--- src/rtl/gray_binarize_bbox_if.sv ---
// gray_binarize_bbox_if
// Pixel video stream bundle carried between image-processing stages.
//   vsync : frame valid, high for the whole active frame
//   hsync : line valid, high for the active part of a line
//   clken : pixel valid
//   img_y : 8-bit gray pixel
// The master modport drives the stream and the slave modport consumes it.
interface gray_binarize_bbox_if;
    logic       vsync;
    logic       hsync;
    logic       clken;
    logic [7:0] img_y;

    modport master (output vsync, hsync, clken, img_y);
    modport slave  (input  vsync, hsync, clken, img_y);
endinterface

--- src/rtl/gray_binarize_bbox.sv ---
// gray_binarize_bbox
// Thresholds a median-filtered gray stream into a 0x00/0xFF foreground mask,
// and accumulates the per-frame bounding box and foreground pixel count of the
// hand region. The box is published once per frame, one cycle after vsync is
// first sampled low.
// Ports:
//   clk, rst          pixel clock, synchronous active-high reset
//   thresh            binarization threshold (foreground when pixel > thresh)
//   pre               input stream (slave)
//   post              mask stream, 1-cycle latency (master)
//   box_valid         one-cycle pulse when the box outputs are updated
//   box_found         last frame had at least MIN_PIXELS foreground pixels
//   box_xmin/xmax     inclusive column bounds (0 when not found)
//   box_ymin/ymax     inclusive row bounds (0 when not found)
//   box_count         foreground pixels in the last frame
// Optional feature macro BBOX_CENTER_EN: adds box_xc/box_yc, the box centre.
module gray_binarize_bbox #(
    parameter int X_W        = 11,
    parameter int Y_W        = 10,
    parameter int CNT_W      = 19,
    parameter int MIN_PIXELS = 256
) (
    input  logic               clk,
    input  logic               rst,
    input  logic [7:0]         thresh,
    gray_binarize_bbox_if.slave  pre,
    gray_binarize_bbox_if.master post,
    output logic               box_valid,
    output logic               box_found,
    output logic [X_W-1:0]     box_xmin,
    output logic [X_W-1:0]     box_xmax,
    output logic [Y_W-1:0]     box_ymin,
    output logic [Y_W-1:0]     box_ymax,
`ifdef BBOX_CENTER_EN
    output logic [X_W-1:0]     box_xc,
    output logic [Y_W-1:0]     box_yc,
`endif
    output logic [CNT_W-1:0]   box_count
);

    typedef enum logic [1:0] {IDLE, ACCUM, REPORT} state_t;

    state_t             state_q;
    logic               armed_q;

    // Registered copies of the stream; they double as the edge detectors.
    logic               vsync_q, hsync_q, clken_q;
    logic [7:0]         post_y_q;

    logic [X_W-1:0]     x_q, x_d, x_base;
    logic [Y_W-1:0]     y_q, y_d, y_base;
    logic [CNT_W-1:0]   count_q, count_d;
    logic [X_W-1:0]     xmin_q, xmin_d, xmax_q, xmax_d;
    logic [Y_W-1:0]     ymin_q, ymin_d, ymax_q, ymax_d;

    logic               accept, fg, frame_start, frame_end, line_end, start_accum;

    logic               box_valid_q, box_found_q;
    logic [X_W-1:0]     box_xmin_q, box_xmax_q;
    logic [Y_W-1:0]     box_ymin_q, box_ymax_q;
    logic [CNT_W-1:0]   box_count_q;
    logic               found_now;
`ifdef BBOX_CENTER_EN
    logic [X_W:0]       sum_x;
    logic [Y_W:0]       sum_y;
    logic [X_W-1:0]     box_xc_q;
    logic [Y_W-1:0]     box_yc_q;
`endif

    always_comb begin
        accept      = pre.vsync & pre.hsync & pre.clken;
        fg          = pre.img_y > thresh;
        frame_start = pre.vsync & ~vsync_q;
        frame_end   = ~pre.vsync & vsync_q;
        line_end    = ~pre.hsync & hsync_q;
        // A frame start seen before any vsync-low gap (e.g. straight after a
        // mid-frame reset) is a partial frame and must not be accumulated.
        start_accum = frame_start & armed_q;

        // Coordinates of the pixel in this cycle: the counters as they stand
        // after any clear implied by this cycle's edges.
        x_base = (frame_start | line_end) ? '0 : x_q;
        y_base = frame_start ? '0 : y_q;

        x_d = x_base;
        if (accept && (x_base != '1))
            x_d = x_base + 1'b1;

        // x_q != 0 means the line that just ended had at least one pixel.
        y_d = y_base;
        if (!frame_start && line_end && (x_q != '0) && (y_q != '1))
            y_d = y_q + 1'b1;

        if (start_accum) begin
            count_d = '0;
            xmin_d  = '1;
            xmax_d  = '0;
            ymin_d  = '1;
            ymax_d  = '0;
        end else begin
            count_d = count_q;
            xmin_d  = xmin_q;
            xmax_d  = xmax_q;
            ymin_d  = ymin_q;
            ymax_d  = ymax_q;
        end

        if ((start_accum || state_q == ACCUM) && accept && fg) begin
            if (count_d != '1) count_d = count_d + 1'b1;
            if (x_base < xmin_d) xmin_d = x_base;
            if (x_base > xmax_d) xmax_d = x_base;
            if (y_base < ymin_d) ymin_d = y_base;
            if (y_base > ymax_d) ymax_d = y_base;
        end

        found_now = count_q >= CNT_W'(MIN_PIXELS);
`ifdef BBOX_CENTER_EN
        sum_x = {1'b0, xmin_q} + {1'b0, xmax_q};
        sum_y = {1'b0, ymin_q} + {1'b0, ymax_q};
`endif
    end

    // Pixel path and datapath counters.
    always_ff @(posedge clk) begin
        if (rst) begin
            vsync_q  <= 1'b0;
            hsync_q  <= 1'b0;
            clken_q  <= 1'b0;
            post_y_q <= 8'h00;
            x_q      <= '0;
            y_q      <= '0;
            count_q  <= '0;
            xmin_q   <= '1;
            xmax_q   <= '0;
            ymin_q   <= '1;
            ymax_q   <= '0;
        end else begin
            vsync_q  <= pre.vsync;
            hsync_q  <= pre.hsync;
            clken_q  <= pre.clken;
            post_y_q <= (accept && fg) ? 8'hFF : 8'h00;
            x_q      <= x_d;
            y_q      <= y_d;
            count_q  <= count_d;
            xmin_q   <= xmin_d;
            xmax_q   <= xmax_d;
            ymin_q   <= ymin_d;
            ymax_q   <= ymax_d;
        end
    end

    // Frame FSM with registered box outputs. The box is latched on the edge
    // that first samples vsync low, so box_valid is high during REPORT.
    always_ff @(posedge clk) begin
        if (rst) begin
            state_q     <= IDLE;
            armed_q     <= 1'b0;
            box_valid_q <= 1'b0;
            box_found_q <= 1'b0;
            box_count_q <= '0;
            box_xmin_q  <= '0;
            box_xmax_q  <= '0;
            box_ymin_q  <= '0;
            box_ymax_q  <= '0;
`ifdef BBOX_CENTER_EN
            box_xc_q    <= '0;
            box_yc_q    <= '0;
`endif
        end else begin
            box_valid_q <= 1'b0;
            case (state_q)
                IDLE: begin
                    if (!pre.vsync) armed_q <= 1'b1;
                    if (start_accum) state_q <= ACCUM;
                end
                ACCUM: begin
                    if (frame_end) begin
                        state_q     <= REPORT;
                        box_valid_q <= 1'b1;
                        box_found_q <= found_now;
                        box_count_q <= count_q;
                        box_xmin_q  <= found_now ? xmin_q : '0;
                        box_xmax_q  <= found_now ? xmax_q : '0;
                        box_ymin_q  <= found_now ? ymin_q : '0;
                        box_ymax_q  <= found_now ? ymax_q : '0;
`ifdef BBOX_CENTER_EN
                        box_xc_q    <= found_now ? sum_x[X_W:1] : '0;
                        box_yc_q    <= found_now ? sum_y[Y_W:1] : '0;
`endif
                    end
                end
                REPORT: state_q <= start_accum ? ACCUM : IDLE;
                default: state_q <= IDLE;
            endcase
        end
    end

    assign post.vsync = vsync_q;
    assign post.hsync = hsync_q;
    assign post.clken = clken_q;
    assign post.img_y = post_y_q;

    assign box_valid = box_valid_q;
    assign box_found = box_found_q;
    assign box_count = box_count_q;
    assign box_xmin  = box_xmin_q;
    assign box_xmax  = box_xmax_q;
    assign box_ymin  = box_ymin_q;
    assign box_ymax  = box_ymax_q;
`ifdef BBOX_CENTER_EN
    assign box_xc    = box_xc_q;
    assign box_yc    = box_yc_q;
`endif

endmodule

--- src/flat_wrapper.sv ---
// flat-port wrapper written by rule: the top's interface ports become plain ports
module gray_binarize_bbox_flat 
#(
    parameter int X_W        = 11,
    parameter int Y_W        = 10,
    parameter int CNT_W      = 19,
    parameter int MIN_PIXELS = 256
)
  (clk, rst, thresh, box_valid, box_found, box_xmin, box_xmax, box_ymin, box_ymax, box_count, pre_vsync, pre_hsync, pre_clken, pre_img_y, post_vsync, post_hsync, post_clken, post_img_y);
  gray_binarize_bbox_if pre_i ();
  gray_binarize_bbox_if post_i ();
  input  logic clk;
  input  logic rst;
  input  logic [7:0] thresh;
  output logic box_valid;
  output logic box_found;
  output logic [X_W-1:0] box_xmin;
  output logic [X_W-1:0] box_xmax;
  output logic [Y_W-1:0] box_ymin;
  output logic [Y_W-1:0] box_ymax;
  output logic [CNT_W-1:0] box_count;
  input wire logic [$bits(pre_i.vsync)-1:0] pre_vsync;
  input wire logic [$bits(pre_i.hsync)-1:0] pre_hsync;
  input wire logic [$bits(pre_i.clken)-1:0] pre_clken;
  input wire logic [$bits(pre_i.img_y)-1:0] pre_img_y;
  output wire logic [$bits(post_i.vsync)-1:0] post_vsync;
  output wire logic [$bits(post_i.hsync)-1:0] post_hsync;
  output wire logic [$bits(post_i.clken)-1:0] post_clken;
  output wire logic [$bits(post_i.img_y)-1:0] post_img_y;
  assign pre_i.vsync = pre_vsync;
  assign pre_i.hsync = pre_hsync;
  assign pre_i.clken = pre_clken;
  assign pre_i.img_y = pre_img_y;
  assign post_vsync = post_i.vsync;
  assign post_hsync = post_i.hsync;
  assign post_clken = post_i.clken;
  assign post_img_y = post_i.img_y;
  gray_binarize_bbox #(.X_W(X_W), .Y_W(Y_W), .CNT_W(CNT_W), .MIN_PIXELS(MIN_PIXELS)) u_core (.clk(clk), .rst(rst), .thresh(thresh), .pre(pre_i), .post(post_i), .box_valid(box_valid), .box_found(box_found), .box_xmin(box_xmin), .box_xmax(box_xmax), .box_ymin(box_ymin), .box_ymax(box_ymax), .box_count(box_count));
endmodule
--- config.mk ---
export PLATFORM = sky130hd
export DESIGN_NAME = gray_binarize_bbox_flat
export DESIGN_NICKNAME = d
export VERILOG_FILES = /design/src/rtl/gray_binarize_bbox_if.sv /design/src/rtl/gray_binarize_bbox.sv /design/src/flat_wrapper.sv
export SDC_FILE = /design/constraint.sdc
export NUM_CORES = 1
export LEC_CHECK = 0
export ABC_AREA = 1
export BUFFER_PORTS_ARGS = -buffer_cell sky130_fd_sc_hd__buf_4
export CAP_MARGIN = 20
export CORE_MARGIN = 5
export CORE_UTILIZATION = 60
export DETAILED_ROUTE_END_ITERATION = 6
export PLACE_DENSITY = 0.8
export SYNTH_ARGS = -nofsm -noshare
export SYNTH_HDL_FRONTEND = slang
export SYNTH_SLANG_ARGS = --single-unit
--- constraint.sdc ---
create_clock -name clk -period 4.79 [get_ports clk]
set_input_delay 0.479 -clock clk [delete_from_list [all_inputs] [get_ports clk]]
set_output_delay 0.479 -clock clk [all_outputs]
set_load 0.02 [all_outputs]
After elaboration in Yosys (flattened, before gate mapping)

Cells that the tools add are included.

Flip-flop bits (word level): 159
Input bits: 21
Output and inout bits: 74
Word-level logic and storage cells: 91

Add/subtract/negate cells: 3
Magnitude comparators: 6
Eq/ne operators: 7
Multiplexer cells: 29
Bitwise gates (word level): 11
Reduce and logical (&&, ||, !) cells: 15

Operator list:

| kind                                                               | count |
|---|---|
| 2-to-1 mux 11 bit                                                  | 10 |
| 2-to-1 mux 10 bit                                                  | 10 |
| 2-to-1 mux 19 bit                                                  | 3 |
| adder 19 x 1 -> 19 bit, second input constant                      | 1 |
| greater-or-equal comparator 19 x 9 -> 1 bit, second input constant | 1 |
| != test 19 bit, second input constant                              | 1 |
| adder 11 x 1 -> 11 bit, second input constant                      | 1 |
| greater-than comparator 11 bit                                     | 1 |
| < comparator 11 bit                                                | 1 |
| != test 11 bit, second input constant                              | 1 |
| nonzero test 11 bit                                                | 1 |
| adder 10 x 1 -> 10 bit, second input constant                      | 1 |
| greater-than comparator 10 bit                                     | 1 |
| < comparator 10 bit                                                | 1 |
| != test 10 bit, second input constant                              | 1 |
| greater-than comparator 8 bit                                      | 1 |
| 2-to-1 mux 8 bit                                                   | 1 |
| logical AND 1 bit                                                  | 7 |
| bitwise AND 1 bit                                                  | 6 |
| one-hot mux 2 bit (3 select lines)                                 | 1 |
| AND reduction 2 bit                                                | 3 |
| 2-to-1 mux 2 bit                                                   | 2 |
| != test 2 x 1 -> 1 bit, second input constant                      | 2 |
| inverter 1 bit                                                     | 4 |
| 8 further kinds                                                    | 9 |

Longest topological paths before layout

Gate-level depths: netlist (run 1).

Depth in word-level cells: 7
Depth in mapped cells: 20
Mapped depth without buffers: 17

Least setup slack after synthesis (run 1)

Ideal clock, no wire load.

Kind: register to register
Start: register u_core.vsync_q (netlist: u_core.post.vsync)
End: register u_core.ymax_q[1]
Setup time: 0.117 ns
Arrival time: 2.677 ns
Data required time: 4.673 ns
Slack: 1.996 ns
Stages on the path, launching flop included: 18
Buffers on the path: 6
Period minus slack after synthesis: 2.794 ns
Path through: dfxtp_1 > inv_1 > nand3_2 > buf_6 > buf_6 > buf_4 > buf_2 > buf_1 > nand2_1 > ha_1 > nand2_1 > nor2_1 > o211ai_1 > o2111ai_1 > nand3_2 > buf_2 > o21ai_0 > nor2_1

Word-level cells in the longest chain between the ends: 7
Elaborated cells on any way between the ends: 11
Those cells by class: order compare (1); mux (4); bitwise (3); reduce/logical (3)

Ends and longest elaborated chain:

| item                                                                       | line                                                 | source |
|---|---|---|
| start: declaration                                                         | gray_binarize_bbox.sv:47                             | `logic vsync_q, hsync_q, clken_q;` |
| start signal: assignment                                                   | gray_binarize_bbox.sv:138                            | `vsync_q <= pre.vsync;` |
| inverter 1 bit *                                                           | gray_binarize_bbox.sv:73                             | `frame_start = pre.vsync & ~vsync_q;` |
| bitwise AND 1 bit *                                                        | gray_binarize_bbox.sv:73                             |  |
| bitwise AND 1 bit                                                          | gray_binarize_bbox.sv:78                             | `start_accum = frame_start & armed_q;` |
| 2-to-1 mux 10 bit / logical OR 1 bit (equally long branches)               | gray_binarize_bbox.sv:94, gray_binarize_bbox.sv:108  |  |
| greater-than comparator 10 bit / logical AND 1 bit (equally long branches) | gray_binarize_bbox.sv:113, gray_binarize_bbox.sv:108 |  |
| 2-to-1 mux 10 bit / logical AND 1 bit (equally long branches)              | gray_binarize_bbox.sv:113, gray_binarize_bbox.sv:108 |  |
| 2-to-1 mux 10 bit *                                                        | gray_binarize_bbox.sv:108                            | `if ((start_accum \|\| state_q == ACCUM) && accept && fg) begin` |
| end signal: assignment                                                     | gray_binarize_bbox.sv:148                            | `ymax_q <= ymax_d;` |
| end: declaration                                                           | gray_binarize_bbox.sv:54                             | `logic [Y_W-1:0] ymin_q, ymin_d, ymax_q, ymax_d;` |

Mark *: on every way between the ends. The rest lies on a longest branch, timed or not.
A chain may end at the register's enable or synchronous reset.

Worst setup path after layout (run 1)

Start: register u_core.vsync_q (netlist: u_core.post.vsync)
End: register u_core.xmin_q[10]

Word-level cells in the longest chain between the ends: 7
Elaborated cells on any way between the ends: 12
Those cells by class: order compare (1); mux (4); bitwise (4); reduce/logical (3)

Ends and longest elaborated chain:

| item                                                            | line                                                 | source |
|---|---|---|
| inverter 1 bit *                                                | gray_binarize_bbox.sv:73                             |  |
| bitwise AND 1 bit *                                             | gray_binarize_bbox.sv:73                             |  |
| bitwise OR 1 bit / bitwise AND 1 bit (equally long branches)    | gray_binarize_bbox.sv:82, gray_binarize_bbox.sv:78   |  |
| 2-to-1 mux 11 bit (tied with other cells)                       | gray_binarize_bbox.sv:82                             | `x_base = (frame_start \| line_end) ? '0 : x_q;` |
| < comparator 11 bit / logical AND 1 bit (equally long branches) | gray_binarize_bbox.sv:110, gray_binarize_bbox.sv:108 |  |
| 2-to-1 mux 11 bit / logical AND 1 bit (equally long branches)   | gray_binarize_bbox.sv:110, gray_binarize_bbox.sv:108 |  |
| 2-to-1 mux 11 bit *                                             | gray_binarize_bbox.sv:108                            |  |
| end signal: assignment                                          | gray_binarize_bbox.sv:145                            | `xmin_q <= xmin_d;` |
| end: declaration                                                | gray_binarize_bbox.sv:53                             | `logic [X_W-1:0] xmin_q, xmin_d, xmax_q, xmax_d;` |

Marks and branches as above.

==> flow_summary.toml, run 1 <==
[timing]
finalSetupTns_ps = 0
min_period_ps = 3350
clock_skew_ps = 6.54
hold_viol = 0
fin_crit_sh_pct = 70.0
max_freq_mhz = 298
grt_setup_unrepaired = "no"
slew_headroom_pct = 30.9
final-setup-viol-count = 0
tightest_slew_ps = 1030
drv_slew = 0

[synthesis]
synth_top_family_by_area = "simple AND/OR/NAND/NOR gates"
async_flop_share_pct = 0
syn_avg_cell_area_um2 = 6.90
syn_area_um2 = 8150
synth_simple_gate_area_share_pct = 29.9
synth-seq-area-share_pct = 37.4
yosysWarnings = 0
yosys_most_used_dff = "dfxtp_1"
synth_cell_types = 38
synthAdderAreaFrac_pct = 7.22
synth-seq-cells = 152
muxShareOfSynthArea_pct = 0
synth-edff-count = 0
synthXorXnorAreaFrac_pct = 1.94
syn_inst = 1181
synth-compound-area-share_pct = 12.6
syn_nets = 1249

[floorplanning]
core_um2 = 13300
start_util_pct = 61.3
die_area_um2 = 16000
io_pins = 95
die_w_um = 127
die_h_um = 127
num_rows = 42

[global_routing]
grt_pass1_vias = 7167
grt_overflow = 0
grt_pass1_wl_mm = 34.3
antenna_found_initial = 0
grt_max_degree = 80
groute.usage.overall_pct = 25.9

[critical_path]
worstSetupStartpointType = "flop"
cp-end-kind = "flop"
arrival_ps = 3650
cp_top_family = "simple AND/OR/NAND/NOR gates"
cp.required_ps = 5090
critPathKind = "reg -> reg"
crit_top_cell = "nand2_1"
crit_slowest_cell = "nand3_2"
crit_path_cell_trace = "inv_1 -> nand3_2 -> nand2_1 -> inv_1 -> ha_1 -> a21oi_1 -> nor2_1 -> a211oi_1 -> nand4_1 -> nor2_2 -> nand2_1 -> nand2_1 -> nand3_1"
worst-path-max-fanout = 34
path_buf_inv = 2
critPathMaxStageDelay_ps = 610

[clock_tree]
cts_root_buf = "clkbuf_16"
cts_htree_levels = 4
clk-insertion-delay-late_ps = 430
clk_pin_slew_ps = 60
tritoncts = "yes"
cts.sinks = 152
clock_path_buffers = 2
cts-buffers-inserted = 17
cts_resized = 0
ctsHoldBuffers = 0
post-cts-setup-buffer-count = 0

[pwr]
p_per_area_nw_per_um2 = 288
leakage_nw = 4.54
vdd_drop_max_uv = 256
power.total_mw = 2.71

[drt]
drtIter0Drc = 527
final_antenna_net_count = 0
wl_mm = 20.3
vias = 7683
firstDrtPassIters = 5
drc = 0
via_per_inst = 5.37
wire_per_inst_um = 14.2

[finish]
final_core_util_pct = 70.7
diodes = 0
syn_to_final_growth_pct = 15.5
n_fill_cell = 1143
fin_cells = 1430
fin_nets = 1309
layout-drive-gt1-share_pct = 13.9

[placed_design]
dp_hpwl_mm = 14.1
port_buffers = 94
dp_cells = 1398
place_congestion = 0.922

[run_status]
status = "completed"

[worst_hold_path]
min_path_type = "in -> reg"

[job]
cap_violations = 0
## power by group
part	total, mW	internal [mW]	switching [mW]	leakage [nW]
combinational	0.135	0.0429	0.0921	3.03
sequential	1.28	1.27	0.00537	1.23
clock	1.30	0.772	0.523	0.280
## cells by family after synthesis
group / Yosys count
flops: 152
compound gates: 195
xor+xnor: 18
fa+ha+maj: 47
buf+inv: 214
simple gates: 555
## metrics by stage
| stage | setup slack [ps] | cell area (um2) | hold WS [ps] |
|---|---|---|---|
| detailed placement | 1300 | 8830 | 456 |
| global route | 984 | 9410 | 276 |
| global placement | 1460 | 8830 | 454 |
| floorplan | 2000 | 8150 | 444 |
| CTS | 1480 | 9410 | 262 |
| finish | 1440 | 9410 | 274 |
## sequential cells by signal, indices dropped and copies added (netlist names), 2 cells and up
| signal | count |
|---|---|
| u_core.box_ymax | 10 |
| u_core.box_ymin | 10 |
| u_core.box_xmin | 11 |
| u_core.xmin_q | 11 |
| u_core.ymin_q | 10 |
| u_core.x_q | 11 |
| u_core.box_count | 19 |
| u_core.ymax_q | 10 |
| u_core.box_xmax | 11 |
| u_core.y_q | 10 |
| u_core.state_q | 2 |
| u_core.count_q | 19 |
| u_core.xmax_q | 11 |
## cells in the mapped netlist, types with 4 or more instances
master,count,area (um2)
clkbuf_1,32,120
nor2_1,127,477
nand2_2,14,87.6
ha_1,47,588
buf_6,5,56.3
nand2_1,249,935
inv_2,5,18.8
o21ai_1,11,55.1
buf_2,10,50.1
inv_1,145,544
buf_4,11,82.6
dfxtp_1,152,3040
o21ai_0,56,280
nor4_1,5,31.3
nor3_1,12,60.1
xor2_1,18,158
nand3_1,107,536
a21oi_1,117,586
buf_1,5,18.8
nand3_2,4,40.0
nand4_1,21,131
nor2_2,7,43.8
## tightest hold or removal path, delay by kind of cell
kind                   cells  cell delay, ps
buffers and inverters      2             110
AND/OR/NAND/NOR            1              70
## cells in the final DEF (no fill, tap or decap), types with 4 or more instances in the layout
cell type  count
o21ai_1       11
dfxtp_1      152
inv_1        143
nand3_2        4
nand2_1      249
nor4_1         5
a21oi_1      117
nor2_2         7
clkbuf_8       4
buf_4        104
ha_1          47
inv_2          6
nand3_1      107
clkbuf_16     17
xor2_1        18
nor2_1       126
o21ai_0       56
nand2_2       14
nor3_1        12
nand4_1       21
## routing by layer
| layer | track usage [%] | part of all wire (%) |
|---|---|---|
| met2 | 42.1 | 47 |
| met4 | 10.0 | 1.9 |
| met1 | 33.9 | 44 |
| met5 | 0 | 0 |
| met3 | 5.25 | 6.7 |
## cell type report
cell class                 instances  area [um2]  share of cell area [%]
clock buffer                      23         488                    5.19
clock inverter                     9        90.1                   0.958
inverter                         151         567                    6.03
multi-input combinational        815        4220                    44.8
sequential                       152        3040                    32.4
tap                              176         220                    2.34
timing repair buffer             104         781                    8.30
## final timing paths
kind / cells past startpoint / from / slack, ps / endpoint
worst max-delay path: 13 / u_core.post.vsync$_SDFF_PP0_ / 1440 / u_core.xmin_q[10]$_SDFF_PP1_
worst min-delay path: 3 / pre_clken / 270 / u_core.post.clken$_SDFF_PP0_
worst max register to register: 13 / u_core.post.vsync$_SDFF_PP0_ / 1440 / u_core.xmin_q[10]$_SDFF_PP1_
worst min register to register: 2 / u_core.box_ymax[4]$_SDFFE_PP0P_ / 460 / u_core.box_ymax[4]$_SDFFE_PP0P_
(Power assumes the default switching activity.)
==> inputs of run 2 (changes only) <==
--- a/config.mk
+++ b/config.mk
@@ -5,13 +5,13 @@
 export SDC_FILE = /design/constraint.sdc
 export NUM_CORES = 1
 export LEC_CHECK = 0
-export ABC_AREA = 1
+export ABC_AREA = 0
 export BUFFER_PORTS_ARGS = -buffer_cell sky130_fd_sc_hd__buf_4
 export CAP_MARGIN = 20
 export CORE_MARGIN = 5
-export CORE_UTILIZATION = 60
+export CORE_UTILIZATION = 58
 export DETAILED_ROUTE_END_ITERATION = 6
-export PLACE_DENSITY = 0.8
+export PLACE_DENSITY = 0.78
 export SYNTH_ARGS = -nofsm -noshare
 export SYNTH_HDL_FRONTEND = slang
 export SYNTH_SLANG_ARGS = --single-unit
==> constraint.sdc (replaced) <==
create_clock -name clk -period 3.4 [get_ports clk]
set_input_delay 0.34 -clock clk [delete_from_list [all_inputs] [get_ports clk]]
set_output_delay 0.34 -clock clk [all_outputs]
set_load 0.02 [all_outputs]
==> flow_summary.toml, run 2 <==
[drt]
wl_mm = 18.5
final_antenna_net_count = 0
drtIter0Drc = 519
wire_per_inst_um = 15.7
vias = 6825
drc = 0
firstDrtPassIters = 5
via_per_inst = 5.81

[finish]
layout_commonest_cell = "dfxtp_1"
mostFrequentLayoutCells = "dfxtp_1 (152), nor2_1 (129), buf_4 (117)"
diodes = 0
layout-drive-gt1-share_pct = 15.9
fin_nets = 1058
final_core_util_pct = 71.2
syn_to_final_growth_pct = 19.0
regArea_um2 = 3040
n_fill_cell = 1024
stdcell_area_um2 = 9060
multiInputGateArea_um2 = 4200

[floorplanning]
die_area_um2 = 15500
die_h_um = 125
num_rows = 41
start_util_pct = 59.9
die_w_um = 125
core_um2 = 12700
io_pins = 95

[synthesis]
synth-seq-cells = 152
synth_top_family_by_area = "simple AND/OR/NAND/NOR gates"
async_flop_share_pct = 0
syn_avg_cell_area_um2 = 8.32
synthTopCellsByArea = "dfxtp_1 (40%), ha_1 (7.7%), nor2_1 (6.4%), nand2_1 (5.6%), mux2i_1 (4.3%)"
synth_common_cells = "dfxtp_1 (152), nor2_1 (129), nand2_1 (113), a21oi_1 (65), ha_1 (47)"
syn_area_um2 = 7610
synth_simple_gate_area_share_pct = 24.2
yosysTopAreaCell = "dfxtp_1"
synth-compound-area-share_pct = 17.1
muxShareOfSynthArea_pct = 4.34
synthXorXnorAreaFrac_pct = 1.50
netlist.area_leader.share_pct = 40.0
syn_inst = 915
syn_nets = 983
synthAdderAreaFrac_pct = 7.85
yosysWarnings = 0
yosysMostFrequentCell = "dfxtp_1"
synth-edff-count = 0
synth-seq-area-share_pct = 40.0
yosys_most_used_dff = "dfxtp_1"
synth_cell_types = 62

[placed_design]
port_buffers = 94
dp_hpwl_mm = 12.9
place_congestion = 0.892
place_area_um2 = 8470

[timing]
tightest_slew_ps = 947
holdWs_ps = 148
final-setup-viol-count = 0
min_period_ps = 2980
hold_viol = 0
max_freq_mhz = 335
finalSetupTns_ps = 0
drv_slew = 0
slew_headroom_pct = 36.9
fin_crit_sh_pct = 87.7
grt_setup_unrepaired = "no"
clock_skew_ps = 8.70

[global_routing]
grt_max_degree = 94
antenna_found_initial = 0
grt_pass1_vias = 6289
groute.usage.overall_pct = 23.5
grt_overflow = 0
grt_pass1_wl_mm = 30.8

[worst_hold_path]
min_path_type = "in -> reg"
min-delay-start = "pre_clken"

[job]
cap_violations = 0

[critical_path]
critPathMaxStageDelay_ps = 380
critPathKind = "reg -> reg"
crit_top_cell = "buf_4"
cp-end-kind = "flop"
path_buf_inv = 2
crit_slowest_cell = "dfxtp_1"
crit_start = "u_core.post.vsync$_SDFF_PP0_"
reg2reg_from = "u_core.post.vsync$_SDFF_PP0_"
worstSetupStartpointType = "flop"
worst-path-max-fanout = 14
r2r_setup_slack_ps = 420
crit_path_cell_trace = "nand2b_1 -> buf_4 -> and3_1 -> ha_1 -> nand4_1 -> nor2_1 -> o211ai_1 -> o311a_1 -> nor3_1 -> buf_4 -> mux2i_1"
arrival_ps = 3330
cp.required_ps = 3750
cp_top_family = "simple AND/OR/NAND/NOR gates"

[clock_tree]
post-cts-setup-buffer-count = 0
cts_resized = 0
cts_htree_levels = 4
cts_root_buf = "clkbuf_16"
tritoncts = "yes"
cts-buffers-inserted = 17
clk_pin_slew_ps = 60
cts.sinks = 152
clock_path_buffers = 2
ctsHoldBuffers = 0
clk-insertion-delay-late_ps = 430

[pwr]
power.total_mw = 3.83
vdd_drop_max_uv = 445
leakage_nw = 3.80
p_per_area_nw_per_um2 = 423

[run_status]
status = "completed"
## run 2: cell count changes after synthesis, sizes merged, moves of 42 or more
| cell | previous run | this run |
|---|---|---|
| nand2 | 264 | 113 |
| inv | 150 | 23 |
| nand3 | 112 | 28 |
| o21ai | 67 | 12 |
| a21oi | 117 | 65 |
| a22oi | 0 | 42 |
## run 2: kinds of logic after synthesis
family,after synthesis
adders and majority gates,48
and+or+nand+nor,392
DFF,152
xor gates and xnor gates,13
buffers and inverters,86
muxes,33
AOI/OAI and AO/OA,191
## run 2: worst register-to-register path, delay by kind of cell, from the launching register on
kind                       cells  cell delay (ps)
buffers and inverters          2              510
AOI/OAI and AO/OA              2              500
DFF                            1              380
muxes                          1              210
and+or+nand+nor                5             1100
adders and majority gates      1              210
## run 2: report_power, final
part	internal, mW	switching (mW)
logic	0.0589	0.113
clock network	1.13	0.739
registers	1.79	0.00708
## run 2: cell type report
cell class	count	area share [%]
inverter	23	0.953
clock buffer	23	5.61
tap	172	2.37
multi-input combinational	677	46.4
clock inverter	9	0.980
sequential	152	33.6
timing repair buffer	119	10.1
## run 2: metrics by stage
step / setup slack (ps) / std cells
floorplan: 113 / 915
global placement: 515 / 1143
detailed placement: 417 / 1143
CTS: 423 / 1175
global route: 197 / 1175
finish: 417 / 1175
## run 2: final timing paths
path / end / cells past startpoint
worst min register to register: u_core.box_count[9]$_SDFFE_PP0P_ / 2
worst max-delay path: u_core.xmax_q[4]$_SDFF_PP0_ / 11
worst min-delay path: u_core.post.clken$_SDFF_PP0_ / 2
worst max register to register: u_core.xmax_q[4]$_SDFF_PP0_ / 11
## run 2: per-layer routing
layer	global-route usage [%]	wire, um	vias up
met5	0	0	-
met4	7.80	299	0
met3	5.53	1180	24
met2	38.5	8790	219
met1	30.5	8190	3192
li1	-	-	3390
==> inputs of run 3 (changes only) <==
--- a/config.mk
+++ b/config.mk
@@ -5,13 +5,13 @@
 export SDC_FILE = /design/constraint.sdc
 export NUM_CORES = 1
 export LEC_CHECK = 0
-export ABC_AREA = 0
+export ABC_AREA = 1
 export BUFFER_PORTS_ARGS = -buffer_cell sky130_fd_sc_hd__buf_4
 export CAP_MARGIN = 20
 export CORE_MARGIN = 5
-export CORE_UTILIZATION = 58
+export CORE_UTILIZATION = 59
 export DETAILED_ROUTE_END_ITERATION = 6
-export PLACE_DENSITY = 0.78
+export PLACE_DENSITY = 0.79
 export SYNTH_ARGS = -nofsm -noshare
 export SYNTH_HDL_FRONTEND = slang
 export SYNTH_SLANG_ARGS = --single-unit
==> flow_summary.toml, run 3 (synthesis gave the netlist of run 1 again) <==
[clock_tree]
ctsHoldBuffers = 0
cts.sinks = 152
cts_htree_levels = 4
post-cts-setup-buffer-count = 0
cts-buffers-inserted = 17
clock_path_buffers = 2
cts_resized = 0
clk_pin_slew_ps = 60
tritoncts = "yes"
clk-insertion-delay-late_ps = 420
cts_root_buf = "clkbuf_16"

[critical_path]
cp.required_ps = 3680
arrival_ps = 3120
worstSetupStartpointType = "flop"
timing.rr.end = "u_core.xmin_q[8]$_SDFF_PP1_"
ff2ff_path_depth = 14
cp-end-kind = "flop"
reg2reg_from = "u_core.post.vsync$_SDFF_PP0_"
worst-path-max-fanout = 31
r2r_setup_slack_ps = 560
critPathKind = "reg -> reg"

[placed_design]
place_congestion = 0.955
dp_hpwl_mm = 14.2
port_buffers = 94
place_area_um2 = 8880

[drt]
drtIter0Drc = 518
wire_per_inst_um = 14.3
vias = 7797
final_antenna_net_count = 0
via_per_inst = 5.42
drc = 0
wl_mm = 20.6
firstDrtPassIters = 5

[floorplanning]
start_util_pct = 59.4
die_h_um = 128
die_w_um = 128
core_um2 = 13700
num_rows = 43
io_pins = 95
die_area_um2 = 16300

[finish]
fin_nets = 1314
mostFrequentLayoutCells = "nand2_1 (249), dfxtp_1 (152), inv_1 (143)"
layout-drive-gt1-share_pct = 14.2
syn_to_final_growth_pct = 16.3
stdcell_area_um2 = 9470
layout_commonest_cell = "nand2_1"
diodes = 0

[worst_hold_path]
worstHoldPathCells = 3
whs_endpoint = "u_core.post.clken$_SDFF_PP0_"
min-delay-start = "pre_clken"
min_path_type = "in -> reg"

[timing]
tightest_slew_ps = 1060
finalSetupTns_ps = 0
drv_slew = 0
max_freq_mhz = 352
slew_headroom_pct = 29.3
grt_setup_unrepaired = "no"
hold_viol = 0
clock_skew_ps = 13.9
final-setup-viol-count = 0
min_period_ps = 2840
fin_crit_sh_pct = 83.6

[global_routing]
antenna_found_initial = 0
groute.usage.overall_pct = 25.9
grt_max_degree = 79
grt_overflow = 0
grt_pass1_vias = 7445
grt_pass1_wl_mm = 34.7

[job]
cap_violations = 0

[pwr]
vdd_drop_max_uv = 326
p_per_area_nw_per_um2 = 409
leakage_nw = 4.58

[run_status]
status = "completed"
==> run 3: cell types whose count changed in the layout (fill, tap and decap cells not counted), moves of 11 or more <==
cell,previous run,this run
nand2_2,0,14
nand3_1,28,107
mux2i_1,33,0
inv_1,23,143
nand2_1,113,249
xor2_1,5,18
and3_1,17,1
a22oi_1,42,0
a21oi_1,65,117
o21ai_0,11,56
o21ai_1,0,11
and2_1,22,0
a21o_1,24,2
==> run 3: worst max path at each step <==
| stage | from | end | slack (ps) | cells past startpoint |
|---|---|---|---|---|
| 2_1_floorplan | u_core.post.vsync$_SDFF_PP0_ | u_core.ymax_q[4]$_SDFF_PP0_ | 610 | 17 |
| 3_3_place_gp | pre_vsync | u_core.ymin_q[7]$_SDFF_PP1_ | 650 | 14 |
| 3_5_place_dp | pre_vsync | u_core.ymin_q[7]$_SDFF_PP1_ | 590 | 14 |
| 4_1_cts | u_core.post.vsync$_SDFF_PP0_ | u_core.ymin_q[7]$_SDFF_PP1_ | 590 | 14 |
| 5_1_grt | u_core.post.vsync$_SDFF_PP0_ | u_core.xmin_q[2]$_SDFF_PP1_ | 290 | 16 |
| 6_report | u_core.post.vsync$_SDFF_PP0_ | u_core.xmin_q[8]$_SDFF_PP1_ | 560 | 14 |
==> run 3: metrics by stage <==
stage / utilization (%) / hold slack, ps / cells / setup WS [ps] / power [mW]
4_1_cts: 69.1 / 141 / 1438 / 592 / 3.88
3_5_place_dp: 64.7 / 456 / 1407 / 586 / 2.03
3_3_place_gp: 64.7 / 454 / 1407 / 649 / 2.03
2_1_floorplan: - / 444 / 1181 / 606 / 1.97
5_1_grt: 69.1 / 154 / 1438 / 286 / 3.99
6_report: 69.1 / 147 / 1438 / 557 / 3.87
==> run 3: metal layers <==
metal / GRT usage [%] / vias to the layer above / wire length (um)
li1: - / 3947 / -
met1: 32.9 / 3565 / 8960
met2: 43.8 / 243 / 9910
met3: 5.69 / 42 / 1320
met4: 8.33 / 0 / 427
met5: 0 / - / 0
==> run 3: critical path: stages (launching register included) <==
cell and delay, ps:
dfxtp_1 320, inv_1 110, nand3_2 310, buf_12 290, nand2_1 100, inv_1 50
ha_1 280, a21oi_1 130, nor2_1 50, a211oi_1 260, nand4_1 160, nor2_2 150
nand2_1 250, nand2_1 150, nand3_1 80
==> run 3: report_power, final <==
part	switching, mW	leakage, nW	total, mW	internal [mW]
Combinational	0.132	3.06	0.197	0.0644
Clock	0.709	0.299	1.88	1.17
Sequential	0.00771	1.23	1.80	1.79
==> run 3: final cells by class <==
| cell class | instances | area [um2] |
|---|---|---|
| clock inverters | 8 | 93.8 |
| fillers | 1245 | 4250 |
| clock buffers | 23 | 498 |
| inverters | 151 | 567 |
| well taps | 180 | 225 |
| repair buffers | 109 | 831 |
| multi-input cells | 815 | 4220 |
| flip-flops and latches | 152 | 3040 |
